[src/rtl/pc_controller_if.sv]
// pc_controller_if
//   Bundles the PC-register side of the program counter controller: the
//   redirect requests from the hazard/branch logic, the current PC fed back
//   from the PC register, and the enable/next-address/flush the controller
//   drives in return.
//   Signals:
//     jump_i, jump_addr_i            unconditional jump redirect and target
//     branch_taken_i, branch_addr_i  resolved taken branch and target
//     pc_addr_i                      current PC register output
//     pc_enable_o, pc_next_o         enable and next address to PC register
//     flush_o                        IF/ID flush on a taken redirect
//   The master modport is the controller's view; slave is everything else.
interface pc_controller_if #(
    parameter int unsigned NB_ADDR = 7
);
    logic               jump_i;
    logic [NB_ADDR-1:0] jump_addr_i;
    logic               branch_taken_i;
    logic [NB_ADDR-1:0] branch_addr_i;
    logic [NB_ADDR-1:0] pc_addr_i;
    logic               pc_enable_o;
    logic [NB_ADDR-1:0] pc_next_o;
    logic               flush_o;

    modport master (
        input  jump_i,
        input  jump_addr_i,
        input  branch_taken_i,
        input  branch_addr_i,
        input  pc_addr_i,
        output pc_enable_o,
        output pc_next_o,
        output flush_o
    );

    modport slave (
        output jump_i,
        output jump_addr_i,
        output branch_taken_i,
        output branch_addr_i,
        output pc_addr_i,
        input  pc_enable_o,
        input  pc_next_o,
        input  flush_o
    );
endinterface

[src/rtl/pc_controller.sv]
// pc_controller
//   Sequences the program counter register: continuous run, single-step and
//   halt with pipeline drain. Drives the PC enable / next address, the IF/ID
//   flush and the enable for the rest of the pipeline, and reports status and
//   an executed-cycle count to the debug unit.
//   Ports:
//     clock          rising-edge clock
//     reset          asynchronous active-low reset
//     run_i, step_i  1-cycle run / single-step requests (honoured in IDLE only)
//     stall_i        hazard stall, freezes the PC
//     halt_i         HALT opcode seen at fetch
//     pc_bus         PC-register side bundle (redirects, pc_addr, enable/next/flush)
//     pipe_enable_o  enable for the remaining pipeline stages
//     running_o      high in RUN, STEP and DRAIN
//     done_o         high once the drain after HALT has finished
//     cycle_count_o  number of cycles with pipe_enable_o high (wraps)
module pc_controller #(
    parameter int unsigned NB_ADDR      = 7,
    parameter int unsigned PC_INC       = 1,
    parameter int unsigned DRAIN_CYCLES = 4,
    parameter int unsigned NB_CYCLES    = 32
) (
    input  logic                 clock,
    input  logic                 reset,
    input  logic                 run_i,
    input  logic                 step_i,
    input  logic                 stall_i,
    input  logic                 halt_i,
    pc_controller_if.master      pc_bus,
    output logic                 pipe_enable_o,
    output logic                 running_o,
    output logic                 done_o,
    output logic [NB_CYCLES-1:0] cycle_count_o
);

    localparam logic [2:0] ST_IDLE  = 3'd0;
    localparam logic [2:0] ST_RUN   = 3'd1;
    localparam logic [2:0] ST_STEP  = 3'd2;
    localparam logic [2:0] ST_DRAIN = 3'd3;
    localparam logic [2:0] ST_DONE  = 3'd4;

    localparam int unsigned NB_DRAIN = (DRAIN_CYCLES > 2) ? $clog2(DRAIN_CYCLES) : 1;
    localparam logic [NB_DRAIN-1:0] DRAIN_LOAD = NB_DRAIN'(DRAIN_CYCLES - 1);

    logic [2:0]           state_q, state_d;
    logic [NB_DRAIN-1:0]  drain_q, drain_d;
    logic [NB_CYCLES-1:0] cycle_count_q;
    logic                 active;
    logic                 redirect;
    logic [NB_ADDR-1:0]   pc_inc;

    always_comb begin
        state_d = state_q;
        drain_d = drain_q;
        case (state_q)
            ST_IDLE: begin
                // run wins over step when both arrive together
                if (run_i) begin
                    state_d = ST_RUN;
                end else if (step_i) begin
                    state_d = ST_STEP;
                end
            end
            ST_RUN: begin
                if (halt_i) begin
                    state_d = ST_DRAIN;
                    drain_d = DRAIN_LOAD;
                end
            end
            ST_STEP: begin
                // a stalled step is retried until the PC actually advances once
                if (halt_i) begin
                    state_d = ST_DRAIN;
                    drain_d = DRAIN_LOAD;
                end else if (!stall_i) begin
                    state_d = ST_IDLE;
                end
            end
            ST_DRAIN: begin
                if (drain_q == '0) begin
                    state_d = ST_DONE;
                end else begin
                    drain_d = drain_q - 1'b1;
                end
            end
            ST_DONE: begin
                state_d = ST_DONE;
            end
            default: begin
                state_d = ST_IDLE;
            end
        endcase
    end

    always_ff @(posedge clock or negedge reset) begin
        if (!reset) begin
            state_q       <= ST_IDLE;
            drain_q       <= '0;
            cycle_count_q <= '0;
        end else begin
            state_q <= state_d;
            drain_q <= drain_d;
            if (pipe_enable_o) begin
                cycle_count_q <= cycle_count_q + NB_CYCLES'(1);
            end
        end
    end

    always_comb begin
        active   = (state_q == ST_RUN) || (state_q == ST_STEP);
        redirect = pc_bus.jump_i || pc_bus.branch_taken_i;
        pc_inc   = pc_bus.pc_addr_i + NB_ADDR'(PC_INC);

        // Redirects only steer the next address while executing; elsewhere
        // (including reset, which forces IDLE) the sequential address is shown.
        if (active && pc_bus.jump_i) begin
            pc_bus.pc_next_o = pc_bus.jump_addr_i;
        end else if (active && pc_bus.branch_taken_i) begin
            pc_bus.pc_next_o = pc_bus.branch_addr_i;
        end else begin
            pc_bus.pc_next_o = pc_inc;
        end

        // PC holds on the HALT address so the debug unit sees where it stopped
        pc_bus.pc_enable_o = active && !stall_i && !halt_i;
        pc_bus.flush_o     = active && redirect && !stall_i;
        pipe_enable_o      = active || (state_q == ST_DRAIN);
        running_o          = active || (state_q == ST_DRAIN);
        done_o             = (state_q == ST_DONE);
        cycle_count_o      = cycle_count_q;
    end

endmodule
[src/flat_wrapper.sv]
// flat-port wrapper written by rule: the top's interface ports become plain ports
module pc_controller_flat 
#(
    parameter int unsigned NB_ADDR      = 7,
    parameter int unsigned PC_INC       = 1,
    parameter int unsigned DRAIN_CYCLES = 4,
    parameter int unsigned NB_CYCLES    = 32
)
  (clock, reset, run_i, step_i, stall_i, halt_i, pipe_enable_o, running_o, done_o, cycle_count_o, pc_bus_jump_i, pc_bus_jump_addr_i, pc_bus_branch_taken_i, pc_bus_branch_addr_i, pc_bus_pc_addr_i, pc_bus_pc_enable_o, pc_bus_pc_next_o, pc_bus_flush_o);
  pc_controller_if #(.NB_ADDR(NB_ADDR)) pc_bus_i ();
  input  logic clock;
  input  logic reset;
  input  logic run_i;
  input  logic step_i;
  input  logic stall_i;
  input  logic halt_i;
  output logic pipe_enable_o;
  output logic running_o;
  output logic done_o;
  output logic [NB_CYCLES-1:0] cycle_count_o;
  input wire logic [$bits(pc_bus_i.jump_i)-1:0] pc_bus_jump_i;
  input wire logic [$bits(pc_bus_i.jump_addr_i)-1:0] pc_bus_jump_addr_i;
  input wire logic [$bits(pc_bus_i.branch_taken_i)-1:0] pc_bus_branch_taken_i;
  input wire logic [$bits(pc_bus_i.branch_addr_i)-1:0] pc_bus_branch_addr_i;
  input wire logic [$bits(pc_bus_i.pc_addr_i)-1:0] pc_bus_pc_addr_i;
  output wire logic [$bits(pc_bus_i.pc_enable_o)-1:0] pc_bus_pc_enable_o;
  output wire logic [$bits(pc_bus_i.pc_next_o)-1:0] pc_bus_pc_next_o;
  output wire logic [$bits(pc_bus_i.flush_o)-1:0] pc_bus_flush_o;
  assign pc_bus_i.jump_i = pc_bus_jump_i;
  assign pc_bus_i.jump_addr_i = pc_bus_jump_addr_i;
  assign pc_bus_i.branch_taken_i = pc_bus_branch_taken_i;
  assign pc_bus_i.branch_addr_i = pc_bus_branch_addr_i;
  assign pc_bus_i.pc_addr_i = pc_bus_pc_addr_i;
  assign pc_bus_pc_enable_o = pc_bus_i.pc_enable_o;
  assign pc_bus_pc_next_o = pc_bus_i.pc_next_o;
  assign pc_bus_flush_o = pc_bus_i.flush_o;
  pc_controller #(.NB_ADDR(NB_ADDR), .PC_INC(PC_INC), .DRAIN_CYCLES(DRAIN_CYCLES), .NB_CYCLES(NB_CYCLES)) u_core (.clock(clock), .reset(reset), .run_i(run_i), .step_i(step_i), .stall_i(stall_i), .halt_i(halt_i), .pc_bus(pc_bus_i), .pipe_enable_o(pipe_enable_o), .running_o(running_o), .done_o(done_o), .cycle_count_o(cycle_count_o));
endmodule
[config.mk]
export PLATFORM = sky130hd
export DESIGN_NAME = pc_controller_flat
export DESIGN_NICKNAME = d
export VERILOG_FILES = /design/src/rtl/pc_controller_if.sv /design/src/rtl/pc_controller.sv /design/src/flat_wrapper.sv
export SDC_FILE = /design/constraint.sdc
export NUM_CORES = 1
export LEC_CHECK = 0
export BUFFER_PORTS_ARGS = -buffer_cell sky130_fd_sc_hd__buf_2
export CAP_MARGIN = 40
export CORE_ASPECT_RATIO = 0.75
export CORE_UTILIZATION = 53
export DETAILED_ROUTE_END_ITERATION = 8
export PLACE_DENSITY = 0.93
export SLEW_MARGIN = 20
export SYNTH_ARGS = -nofsm -noshare
export SYNTH_HDL_FRONTEND = slang
export SYNTH_SLANG_ARGS = --single-unit
[constraint.sdc]
create_clock -name clock -period 3.6 [get_ports clock]
set_input_delay 0.72 -clock clock [delete_from_list [all_inputs] [get_ports clock]]
set_output_delay 0.72 -clock clock [all_outputs]
set_load 0.01 [all_outputs]
==> flow_summary.ini <==
[run_status]
status = completed

[global_routing]
grt_pass1_vias = 1645
grt_pass1_wl_um = 7210
gr-total-overflow = 0
grt_max_degree = 38
antenna_found_initial = 0
grt_usage_pct = 23.25

[worst_setup_path]
end_kind = primary output
cp-start-kind = flip-flop
critical_path_required_ps = 2880
arrival_ps = 2090
crit_fanout = 11
crit_type = flip-flop to primary output

[route]
wl_per_cell_um = 13.41
drc = 0
vias_per_cell = 5.349
first_pass_iters = 4
dr.first_iter.drc_count = 103
ant_nets = 0
vias = 1749
wirelength_um = 4385

[power_and_ir_drop]
internal-power_uw = 866.3
switching_share_pct = 36.37
combPwrFrac_pct = 36.6
p_leak_nw = 1.263
switchingPower_uw = 495.2
ir_drop_mv = 0.2802
p_seq_share_pct = 42.4
p_clk_share_pct = 21.0
p_total_mw = 1.362
power.density_mw_per_mm2 = 537.4

[placement]
dp_cells = 319
place_hpwl_um = 3166
gp_congestion = 0.7444
io_buffers = 72
placed_area_mm2 = 0.002420

[synth]
synthCells = 203
avgSynthCellArea_um2 = 10.10
ys_warn_count = 0
synth_fp_nets = 235
synth_area_leaders = dfrtp_1 (45%), xnor2_1 (12%), nand3_1 (4.9%)
synth_cell_types = 37
yosysTopAreaCellShare_pct = 45.15
ys_ff_latch = 37
yosysSeqAreaShare_pct = 45.15
yosysTopAreaCell = dfrtp_1
synth_area_mm2 = 0.002051

[cts]
cts_sinks = 37
htree_levels = 2
cts_buffers = 5
clk-insertion-delay-late_ps = 290
cts_tree = yes
postCtsSetupRepairBufs = 0
clkTransAtPathRegs_ps = 70
cts_root_buffer = clkbuf_8
clk_path_buf_depth = 2
post_cts_resized = 0
postCtsHoldBufs = 0

[cells_and_area]
fin_cells = 327
multi_input_area_mm2 = 0.001037
diodes = 0
syn_to_final_growth_pct = 23.55
final_common_cell = buf_2
layout_common_cells = buf_2 (73), dfrtp_1 (37), xnor2_1 (28)
nFillCells = 280
final_area_mm2 = 0.002534
nNetsFinal = 307
regArea_um2 = 925.9
drive_gt1_share_pct = 33.09

[floorplan]
die_y_um = 55.87
fp.coreArea_mm2 = 0.003685
initial_utilization_pct = 55.65
io_pins = 73
rows = 19
dieArea_mm2 = 0.004125
die_w_um = 73.83

[sta]
period_share_pct = 78.17
max_slew_margin_pct = 52.67
final-hold-violation-count = 0
rsz0062_at_grt = false
fmax_mhz = 355.3
drv_slew = 0
finalSetupViolations = 0
setup_tns_ps = 0
tightest_slew_ps = 704.6
final.min_clock_period_ps = 2814
skew_ps = 6.775

[hold_path]
hp-class = input port to async pin

[flow_run]
cap_violations = 0
[critical path, stage by stage, from the launching register on]
cell and delay, ps:
dfrtp_1 600, xor2_2 250, nand3b_1 400, and3_1 300, o21ai_1 120, buf_2 140
[power by group through the flow]
stage | registers, mW | clock network [mW] | logic, mW
floorplan | 0.566 | 0 | 0.359
global placement | 0.577 | 0 | 0.476
detailed placement | 0.584 | 0 | 0.496
CTS | 0.576 | 0.293 | 0.499
global route | 0.592 | 0.312 | 0.556
finish | 0.577 | 0.286 | 0.498
[cells in the mapped netlist]
master    number
or2_2          1
and2_1         1
mux2_2         2
nand4_1       12
and4_1         2
ha_1           3
o21ai_0        9
nand2_1       23
mux2i_1        5
o31ai_1        1
o21ai_1        2
buf_2          1
inv_1          5
nand3_1       20
and3b_1        1
a21oi_1        3
nor4_2         2
xor2_2         1
buf_6          2
or3_1          2
nor3b_1        1
nand3b_1       3
xnor2_1       28
nor2_1         8
clkbuf_1       3
buf_4          4
o21bai_4       1
nor4b_1        1
dfrtp_1       37
xor2_1         5
a221oi_1       1
xnor2_2        1
nor4_4         1
a211oi_1       2
and3_1         4
nand4_2        1
nor3_1         4
[final timing paths]
check	start	end	slack (ps)	depth (start not counted)
max	u_core.state_q[1]	pc_bus_pc_next_o[5]	790	5
min	reset	u_core.cycle_count_o[23]	350	1
max reg2reg	u_core.state_q[1]	u_core.cycle_count_o[29]	1610	4
min reg2reg	u_core.cycle_count_o[19]	u_core.cycle_count_o[19]	500	1
max in group asynchronous	reset	u_core.cycle_count_o[5]	2820	2
min in group clock	u_core.cycle_count_o[19]	u_core.cycle_count_o[19]	500	1
[state kept, by name, indices dropped and copies added (netlist names)]
| name | flops |
|---|---|
| u_core.cycle_count_o | 32 |
| u_core.drain_q | 2 |
| u_core.state_q | 3 |
[layout make-up]
class                           count  share of cell area (%)
Clock buffer                        7                   3.407
Tap cell                           52                   2.568
Multi-Input combinational cell    151                   40.94
Sequential cell                    37                   36.54
Timing Repair Buffer               75                   15.80
Inverter                            5                  0.7407
[cell families (layout without fill, tap and decap cells)]
group / count (synthesis) / count (layout) / share of synthesized area (%)
mux: 7 / 7 / 3.539
flops: 37 / 37 / 45.15
xor+xnor: 35 / 35 / 15.68
fa+ha+maj: 3 / 3 / 1.831
buf+inv: 15 / 87 / 4.271
simple gates: 87 / 87 / 23.67
compound gates: 19 / 19 / 5.857
[per-layer routing]
metal / GRT usage, % / part of all wire (%) / wire length (um)
met5: 0 / 0 / 0
met4: 9.615 / 1.2 / 54
met3: 5.978 / 4.4 / 195
met2: 36.44 / 49 / 2147
met1: 30.58 / 45 / 1988
[stage by stage]
step	hold WS (ps)	utilization, %	setup slack (ps)
2_1_floorplan	424.4	-	1180
3_3_place_gp	479.5	65.53	999.6
3_5_place_dp	481.6	65.67	966.3
4_1_cts	494.9	68.01	787.6
5_1_grt	359.7	68.76	608.4
6_report	348.3	68.76	785.9
(Power assumes the default switching activity.)
